<file path="config.mk">
export PLATFORM = sky130hd
export DESIGN_NAME = sprite_fetch_seq_flat
export DESIGN_NICKNAME = d
export VERILOG_FILES = /design/src/rtl/sprite_fetch_seq_if.sv /design/src/rtl/sprite_fetch_seq.sv /design/src/flat_wrapper.sv
export SDC_FILE = /design/constraint.sdc
export NUM_CORES = 1
export LEC_CHECK = 0
export ABC_AREA = 1
export CORE_UTILIZATION = 35
export DETAILED_ROUTE_END_ITERATION = 12
export PLACE_DENSITY = 0.7
export SYNTH_ARGS = -nofsm -noshare
export SYNTH_HDL_FRONTEND = slang
export SYNTH_SLANG_ARGS = --single-unit
</file>
<file path="constraint.sdc">
create_clock -name clk -period 2.42 [get_ports clk]
set_input_delay 0.605 -clock clk [delete_from_list [all_inputs] [get_ports clk]]
set_output_delay 0.605 -clock clk [all_outputs]
set_load 0.05 [all_outputs]
</file>
<file path="src/rtl/sprite_fetch_seq_if.sv">
// VRAM read port between the sprite fetch sequencer (master) and the VRAM
// arbiter/memory (slave). One read may be outstanding at a time.
//   vram_req   master -> slave  read request
//   vram_addr  master -> slave  byte address {tile-row word, plane}
//   vram_gnt   slave -> master  request accepted this cycle (with vram_req)
//   vram_valid slave -> master  read return strobe
//   vram_q     slave -> master  bank-0 byte
//   vram1_q    slave -> master  bank-1 byte
interface sprite_fetch_seq_if;
    logic        vram_req;
    logic [11:0] vram_addr;
    logic        vram_gnt;
    logic        vram_valid;
    logic [7:0]  vram_q;
    logic [7:0]  vram1_q;

    modport master (
        output vram_req, vram_addr,
        input  vram_gnt, vram_valid, vram_q, vram1_q
    );

    modport slave (
        input  vram_req, vram_addr,
        output vram_gnt, vram_valid, vram_q, vram1_q
    );
endinterface

</file>
<file path="src/rtl/sprite_fetch_seq.sv">
// Sprite tile-row fetch sequencer. After OAM sort, walks the sorted sprite
// slots 0..n-1 and reads the low and high bit-plane bytes of each sprite's
// tile row from VRAM, presenting each latched plane with a one-cycle strobe.
//
// Ports
//   clk, reset_n  clock, asynchronous active-low reset
//   start         one-cycle pulse beginning a line fetch (restarts if busy)
//   abort         cancels the fetch (line end / LCD off), beats everything
//   sprite_cnt    sprites on the line, sampled at start (clamped to MAX_FETCH)
//   bg_busy       background fetcher owns VRAM; suppresses vram_req
//   index         sorted-slot index presented to the sprite engine
//   spr_addr      tile-row word address for index from the sprite engine
//   vram          VRAM read port (master side)
//   data, data1   latched bank-0 / bank-1 bytes
//   dvalid        01 low plane latched, 10 high plane latched (one cycle)
//   busy, done    not idle / one-cycle completion pulse
//
// state   | meaning
// IDLE    | waiting for start
// REQ_LO  | requesting low plane byte of sprite index
// WAIT_LO | low plane read outstanding
// REQ_HI  | requesting high plane byte
// WAIT_HI | high plane read outstanding
// NEXT    | high plane presented; step index or finish
module sprite_fetch_seq #(
    parameter int MAX_FETCH = 10
) (
    input  logic                  clk,
    input  logic                  reset_n,
    input  logic                  start,
    input  logic                  abort,
    input  logic [3:0]            sprite_cnt,
    input  logic                  bg_busy,
    output logic [3:0]            index,
    input  logic [10:0]           spr_addr,
    sprite_fetch_seq_if.master    vram,
    output logic [7:0]            data,
    output logic [7:0]            data1,
    output logic [1:0]            dvalid,
    output logic                  busy,
    output logic                  done
);

    typedef enum logic [2:0] {
        S_IDLE    = 3'd0,
        S_REQ_LO  = 3'd1,
        S_WAIT_LO = 3'd2,
        S_REQ_HI  = 3'd3,
        S_WAIT_HI = 3'd4,
        S_NEXT    = 3'd5
    } state_t;

    localparam logic [3:0] MAX_N = 4'(MAX_FETCH);

    state_t     r_state;
    logic [3:0] r_index;
    logic [3:0] r_n;
    logic [7:0] r_data;
    logic [7:0] r_data1;
    logic [1:0] r_dvalid;
    logic       r_done;
    logic       r_drop;

    logic       w_req_st;
    logic       w_wait_st;
    logic       w_req;
    logic       w_accept;
    logic       w_take;
    logic       w_last;
    logic [3:0] w_n_new;

    assign w_req_st  = (r_state == S_REQ_LO) || (r_state == S_REQ_HI);
    assign w_wait_st = (r_state == S_WAIT_LO) || (r_state == S_WAIT_HI);
    assign w_req     = w_req_st && !bg_busy;
    assign w_accept  = w_req && vram.vram_gnt;
    // A return that belongs to a cancelled read is swallowed, not latched.
    assign w_take    = w_wait_st && vram.vram_valid && !r_drop;
    assign w_last    = (r_index == (r_n - 4'd1));
    assign w_n_new   = (sprite_cnt > MAX_N) ? MAX_N : sprite_cnt;

    always_ff @(posedge clk or negedge reset_n) begin
        if (!reset_n) begin
            r_state  <= S_IDLE;
            r_index  <= 4'd0;
            r_n      <= 4'd0;
            r_data   <= 8'd0;
            r_data1  <= 8'd0;
            r_dvalid <= 2'b00;
            r_done   <= 1'b0;
            r_drop   <= 1'b0;
        end else begin
            r_dvalid <= 2'b00;
            r_done   <= 1'b0;
            if (vram.vram_valid) begin
                r_drop <= 1'b0;
            end

            if (abort) begin
                // A read left in flight must not be mistaken for the next one.
                if (w_wait_st && !vram.vram_valid) begin
                    r_drop <= 1'b1;
                end
                r_state <= S_IDLE;
            end else if (start) begin
                if (w_wait_st && !vram.vram_valid) begin
                    r_drop <= 1'b1;
                end
                r_index <= 4'd0;
                r_n     <= w_n_new;
                if (w_n_new == 4'd0) begin
                    r_state <= S_IDLE;
                    r_done  <= 1'b1;
                end else begin
                    r_state <= S_REQ_LO;
                end
            end else begin
                case (r_state)
                    S_REQ_LO: begin
                        if (w_accept) begin
                            r_state <= S_WAIT_LO;
                        end
                    end
                    S_WAIT_LO: begin
                        if (w_take) begin
                            r_data   <= vram.vram_q;
                            r_data1  <= vram.vram1_q;
                            r_dvalid <= 2'b01;
                            r_state  <= S_REQ_HI;
                        end
                    end
                    S_REQ_HI: begin
                        if (w_accept) begin
                            r_state <= S_WAIT_HI;
                        end
                    end
                    S_WAIT_HI: begin
                        if (w_take) begin
                            r_data   <= vram.vram_q;
                            r_data1  <= vram.vram1_q;
                            r_dvalid <= 2'b10;
                            // done shares the cycle with the final high-plane strobe
                            r_done   <= w_last;
                            r_state  <= S_NEXT;
                        end
                    end
                    S_NEXT: begin
                        if (w_last) begin
                            r_state <= S_IDLE;
                        end else begin
                            r_index <= r_index + 4'd1;
                            r_state <= S_REQ_LO;
                        end
                    end
                    default: begin
                        r_state <= S_IDLE;
                    end
                endcase
            end
        end
    end

    assign vram.vram_req  = w_req;
    assign vram.vram_addr = w_req_st ? {spr_addr, (r_state == S_REQ_HI)} : 12'd0;
    assign index          = r_index;
    assign data           = r_data;
    assign data1          = r_data1;
    assign dvalid         = r_dvalid;
    assign busy           = (r_state != S_IDLE);
    assign done           = r_done;

endmodule

</file>
<file path="src/flat_wrapper.sv">
// flat-port wrapper written by rule: the top's interface ports become plain ports
module sprite_fetch_seq_flat 
#(
    parameter int MAX_FETCH = 10
)
  (clk, reset_n, start, abort, sprite_cnt, bg_busy, index, spr_addr, data, data1, dvalid, busy, done, vram_vram_req, vram_vram_addr, vram_vram_gnt, vram_vram_valid, vram_vram_q, vram_vram1_q);
  sprite_fetch_seq_if vram_i ();
  input  logic clk;
  input  logic reset_n;
  input  logic start;
  input  logic abort;
  input  logic [3:0] sprite_cnt;
  input  logic bg_busy;
  output logic [3:0] index;
  input  logic [10:0] spr_addr;
  output logic [7:0] data;
  output logic [7:0] data1;
  output logic [1:0] dvalid;
  output logic busy;
  output logic done;
  output wire logic [$bits(vram_i.vram_req)-1:0] vram_vram_req;
  output wire logic [$bits(vram_i.vram_addr)-1:0] vram_vram_addr;
  input wire logic [$bits(vram_i.vram_gnt)-1:0] vram_vram_gnt;
  input wire logic [$bits(vram_i.vram_valid)-1:0] vram_vram_valid;
  input wire logic [$bits(vram_i.vram_q)-1:0] vram_vram_q;
  input wire logic [$bits(vram_i.vram1_q)-1:0] vram_vram1_q;
  assign vram_vram_req = vram_i.vram_req;
  assign vram_vram_addr = vram_i.vram_addr;
  assign vram_i.vram_gnt = vram_vram_gnt;
  assign vram_i.vram_valid = vram_vram_valid;
  assign vram_i.vram_q = vram_vram_q;
  assign vram_i.vram1_q = vram_vram1_q;
  sprite_fetch_seq #(.MAX_FETCH(MAX_FETCH)) u_core (.clk(clk), .reset_n(reset_n), .start(start), .abort(abort), .sprite_cnt(sprite_cnt), .bg_busy(bg_busy), .index(index), .spr_addr(spr_addr), .vram(vram_i), .data(data), .data1(data1), .dvalid(dvalid), .busy(busy), .done(done));
endmodule
</file>
# After elaboration in Yosys (flattened, before gate mapping)
# Cells that the tools add are included.
dict set report word_totals {
  regBits 31
  in_bits 38
  out_inout_bits 37
  word_cells 70
}
dict set report op_classes {
  n_addsub 2
  order_cmp 1
  n_eq_ne 11
  muxes 28
  bitwise_logic 2
  n_reduce_logical 18
}
# cell n
set op_table {}
lappend op_table {{$mux W3} 6}
lappend op_table {{$mux W4} 4}
lappend op_table {{$ne A4 B3 Y1 const B} 4}
lappend op_table {{$pmux W3 S5} 1}
lappend op_table {{$mux W1} 12}
lappend op_table {{$mux W12} 1}
lappend op_table {{$reduce_and A4 Y1} 2}
lappend op_table {{$eq A3 B2 Y1 const B} 2}
lappend op_table {{$eq A3 B3 Y1 const B} 2}
lappend op_table {{$mux W2} 3}
lappend op_table {{$logic_and A1 B1 Y1} 5}
lappend op_table {{$add A4 B1 Y4 const B} 1}
lappend op_table {{$eq A4 B4 Y1} 1}
lappend op_table {{$gt A4 B4 Y1 const B} 1}
lappend op_table {{$logic_not A4 Y1} 1}
lappend op_table {{$pmux W2 S2} 1}
lappend op_table {{$sub A4 B1 Y4 const B} 1}
lappend op_table {{$eq A3 B1 Y1 const B} 1}
lappend op_table {{$logic_not A1 Y1} 3}
lappend op_table {{$reduce_and A3 Y1} 1}
lappend op_table {{$reduce_bool A3 Y1} 1}
lappend op_table {{$logic_or A1 B1 Y1} 2}
lappend op_table {{$ne A2 B2 Y1 const B} 1}
lappend op_table {{$not A1 Y1} 2}
lappend op_table {{3 further kinds} 3}

# Longest topological paths before layout
dict set report logic_depth {
  depth_word 8
  ltp_mapped 13
}

# Worst setup path after synthesis
# No wires, ideal clock.
dict set report synth_path {
  path_type {register to output}
  from {reg u_core.r_state[1]}
  to {out vram_vram_addr[0]}
  arrival_time_ps 1589
  setup_slack_ps 226
  path_stages_with_launch 3
  cell_sequence {dfrtp_1 > inv_1 > nor3_1}
}
dict set report synth_between {
  elab_chain_len 3
}
# item line
set synth_lines {}
lappend synth_lines {{start, declared} sprite_fetch_seq.sv:55} ;# state_t r_state;
lappend synth_lines {{start signal, assigned} sprite_fetch_seq.sv:83} ;# r_state <= S_IDLE;
lappend synth_lines {{start signal, assigned} sprite_fetch_seq.sv:103} ;# r_state <= S_IDLE;
lappend synth_lines {{start signal, assigned} sprite_fetch_seq.sv:111} ;# r_state <= S_IDLE;
lappend synth_lines {{$eq A3 B1 Y1 or $eq A3 B2 Y1 (tied branches)} {sprite_fetch_seq.sv:72, sprite_fetch_seq.sv:163}}
lappend synth_lines {{$logic_or A1 B1 Y1} sprite_fetch_seq.sv:72} ;# assign w_req_st = (r_state == S_REQ_LO) || (r_state == S_REQ_HI);
lappend synth_lines {{$mux W12 (*)} sprite_fetch_seq.sv:163} ;# assign vram.vram_addr = w_req_st ? {spr_addr, (r_state == S_REQ_HI)} : 12'd0;
lappend synth_lines {{end, declared} flat_wrapper.sv:22} ;# output wire logic [$bits(vram_i.vram_addr)-1:0] vram_vram_addr;
# Every way passes the cells marked *; elsewhere a longest branch is shown, timed or not.

# Worst setup path after layout
dict set report layout_path {
  from {reg u_core.r_state[1]}
  to {out busy}
}
dict set report layout_between {
  elab_chain_len 1
}
# item line
set layout_lines {}
lappend layout_lines {{$reduce_bool A3 Y1} sprite_fetch_seq.sv:168} ;# assign busy = (r_state != S_IDLE);
lappend layout_lines {{end, declared} flat_wrapper.sv:19} ;# output logic busy;
# No other way between the ends.

==> metrics.md <==
| Metric | Value |
|---|---|
| Status | complete, no violations |
| Worst path max stage delay | ~0.8 ns |
| ANT nets after route | 0 |
| Storage element area | 776 um^2 |
| Row Count | 24 |
| Hpwl dp | ~2800 um |
| Post-Synthesis Cells | 180 |
| Via Count | around 1500 |
| CP Launch Type | flop |
| Core ar. | 4410 um^2 |
| Initial Utilization | a little under two fifths |
| Residual DRC | 0 |
| Fin Setup TNS | 0 ns |
| Largest net degree at the start of global routing | 32 |
| Final GP Congestion | 0.805 |
| Worst-path clk slew | around 0.06 ns |
| First-pass GRT wire length | approximately 6400 um |
| Max clock buf depth | 2 |
| Post-synthesis sequential area ratio | a little under half |
| Clk_lat worst skew | between 0.2 and 0.3 ns |
| Post-Syn Nets | 220 |
| CP max stage cell | clkdlybuf4s50_1 |
| Average wire per standard cell | 11.6 um |
| Layout fillers | about 390 |
| Max-slew headroom | between 60% and 70% |
| I/O pin cnt | 75 |
| Slew Viols, Final | 0 |
| Clk_skew | between 0.005 and 0.006 ns |
| H-tree depth | 2 |
| Die span in x | between 70 and 80 um |
| Post_cts resized | 0 |
| Leak | around 1.3 nW |
| Worst Slack Setup Final | between 0.1 and 0.15 ns |
| Max IR drop VDD | 0.400 mV |
| Post-Route WL | about 3600 um |
| Fin. Hold Viols | 0 |
| Final setup viols | 0 |
| Area grow syn2layout | 62.4% |
| Die Ht | 70.0 um |
| Hold Buf Count CTS | 0 |
| PwrDens | slightly above 700 nW/um^2 |
| CTS buffer count | 5 |
| Avg Inst Size Synth | around 9 um^2 |
| Synth unique cells | 28 |
| CP Class | reg -> out |
| Max-cap violations | 0 |
| Netlist Area Pre-Place | roughly 1600 um^2 |
| Setup Fix Bufs, Post-CTS | 0 |
| Number of global-route vias before repair | 1445 |
| Crit path DAT | ~1.7 ns |
| Largest driver fanout on the critical path | 6 |
| CTS tree | built |
| Clock sink total | 31 |
| Worst Setup End Kind | output pin |
| 1st-iter DRT viols | 40 |
| Worst hold path type | reg -> reg |
| Critical path's top delay family | buffers and inverters |
| Grt total ovfl | 0 |
| Tot GR Track Use | roughly 16% |
| DR pass1 iterations | 4 |
| Worst EP required | 1.81 ns |
| Final Util | roughly 60% |
| Post-placement setup slack | between 0.15 and 0.2 ns |
| Crit path buf inv count | 2 |
| Initial antenna violation count | 0 |
| Min Clock Period, post-route | between 2 and 2.5 ns |
| Fin nets | about 300 |
| DIE AREA | 4900 um^2 |
| Ant diodes | 0 |
| Multi-input gate area | just over 700 um^2 |
| Vias per Instance | 4.65 |
| Max Freq | 433 MHz |
| Clock root buffer | clkbuf_8 |
| Layout Cells excl Fill | ~310 |
| Layout cells sized above 1 | about 17% |
| Ys Warns | 0 |
| Cells after DPL | a little over 300 |
| Worst Hold Depth | 1 |
| Reg2Reg Depth | 11 |
| Final worst path period share | 95.4% |
| RSZ-0062 raised after global routing | no |
| Yosys reg bits | 31 |
| Actual slew at the worst max-slew pin | ~0.52 ns |
| CP cell instances | inv_1, nand2_1, clkdlybuf4s50_1 |
| Count of buffers inserted at the top-level ports | 74 |
| Critical path depth | 3 |
[kinds of logic after synthesis]
group / Yosys count / synth area share [%]
adder cells (fa/ha/maj): 2 / 1.55
multiplexers: 16 / 12.8
AND/OR/NAND/NOR: 75 / 21.0
AO/OA/AOI/OAI: 19 / 6.49
flip-flops: 31 / 47.9
buffers and inverters: 33 / 8.11
XOR/XNOR: 4 / 2.16
[final cells by class]
| class | count | area share (%) |
|---|---|---|
| clock buffer | 6 | 3.14 |
| clock inverter | 1 | 0.190 |
| inverter | 31 | 4.42 |
| multi-input combinational | 116 | 27.1 |
| sequential | 31 | 29.5 |
| tap | 52 | 2.47 |
| timing repair buffer | 76 | 33.2 |
[power by group]
| part | switching, mW | total (mW) | internal [mW] |
|---|---|---|---|
| sequential | 0.0514 | 0.654 | 0.603 |
| combinational | 0.468 | 0.797 | 0.329 |
| clock | 0.178 | 0.401 | 0.223 |
[worst reg2reg max path: stages (launching register included)]
cell and delay [ns]:
dfrtp_1 0.35, inv_1 0.08, ha_1 0.31, nand2_1 0.07, inv_1 0.04, nor2_1 0.07, nand2_1 0.06, nor2_1 0.15
nand3_1 0.10, nand3b_1 0.21, nand2_1 0.08, o21ai_0 0.08
[Yosys cell counts]
cell type | count | area (um^2)
xnor2_1 | 1 | 8.76
o22ai_1 | 1 | 6.26
o31ai_1 | 1 | 7.51
nor2_1 | 27 | 101
nand2_2 | 3 | 18.8
or2_2 | 3 | 18.8
a211oi_1 | 1 | 7.51
nand3_1 | 5 | 25.0
mux2_2 | 7 | 78.8
buf_6 | 1 | 11.3
a221oi_1 | 1 | 8.76
nor2_2 | 2 | 12.5
mux2_1 | 2 | 22.5
nand4_4 | 1 | 21.3
dfrtp_1 | 31 | 776
ha_1 | 2 | 25.0
a21oi_1 | 7 | 35.0
nor3b_1 | 1 | 7.51
inv_1 | 31 | 116
nor3_1 | 2 | 10.0
clkbuf_1 | 1 | 3.75
xor2_1 | 3 | 26.3
nor4_1 | 1 | 6.26
nand3b_1 | 1 | 7.51
o21ai_0 | 8 | 40.0
mux2_4 | 7 | 105
nand2_1 | 28 | 105
nand4_1 | 1 | 6.26
[layout by cell type (no fill, tap or decap), drive strengths merged, types with 5 or more instances in the layout]
master	count
inv	31
nand2	31
dfrtp	31
mux2	16
a21oi	7
clkdlybuf4s50	61
o21ai	8
nor2	29
buf	15
nand3	5
clkbuf	6
[stage by stage]
step,hold WS [ns],area (um^2),power (mW)
global placement,0.475,2540,1.45
detailed placement,0.481,2540,1.46
CTS,0.506,2630,1.87
floorplan,0.309,1620,1.14
finish,0.501,2630,1.85
global route,0.525,2630,1.94
[registers in the layout, summed over array words and instances (netlist names)]
signal and flops:
u_core.r_n 4, u_core.data 8, u_core.index 4, u_core.r_state 3, u_core.r_drop 1, u_core.data1 8, u_core.dvalid 2, u_core.done 1
[per-layer routing]
layer  routed length [um]  up-vias  GRT usage (%)
met2                 1750       56           26.6
li1                     -      731              -
met3                  278        4           5.48
met5                    0        -              0
met4                   23        0           4.67
met1                 1570      664           20.2
[worst paths after layout]
| kind | from | end | slack [ns] |
|---|---|---|---|
| max in group asynchronous | reset_n | u_core.data[3] | 1.40 |
| min | u_core.data[2] | u_core.data[2] | 0.50 |
| min in group asynchronous | reset_n | u_core.index[2] | 0.73 |
| max reg2reg | u_core.r_n[0] | u_core.index[3] | 0.74 |
| min reg2reg | u_core.data[2] | u_core.data[2] | 0.50 |
| max | u_core.r_state[1] | busy | 0.11 |
Note: power is estimated with default switching activity, not from simulation.
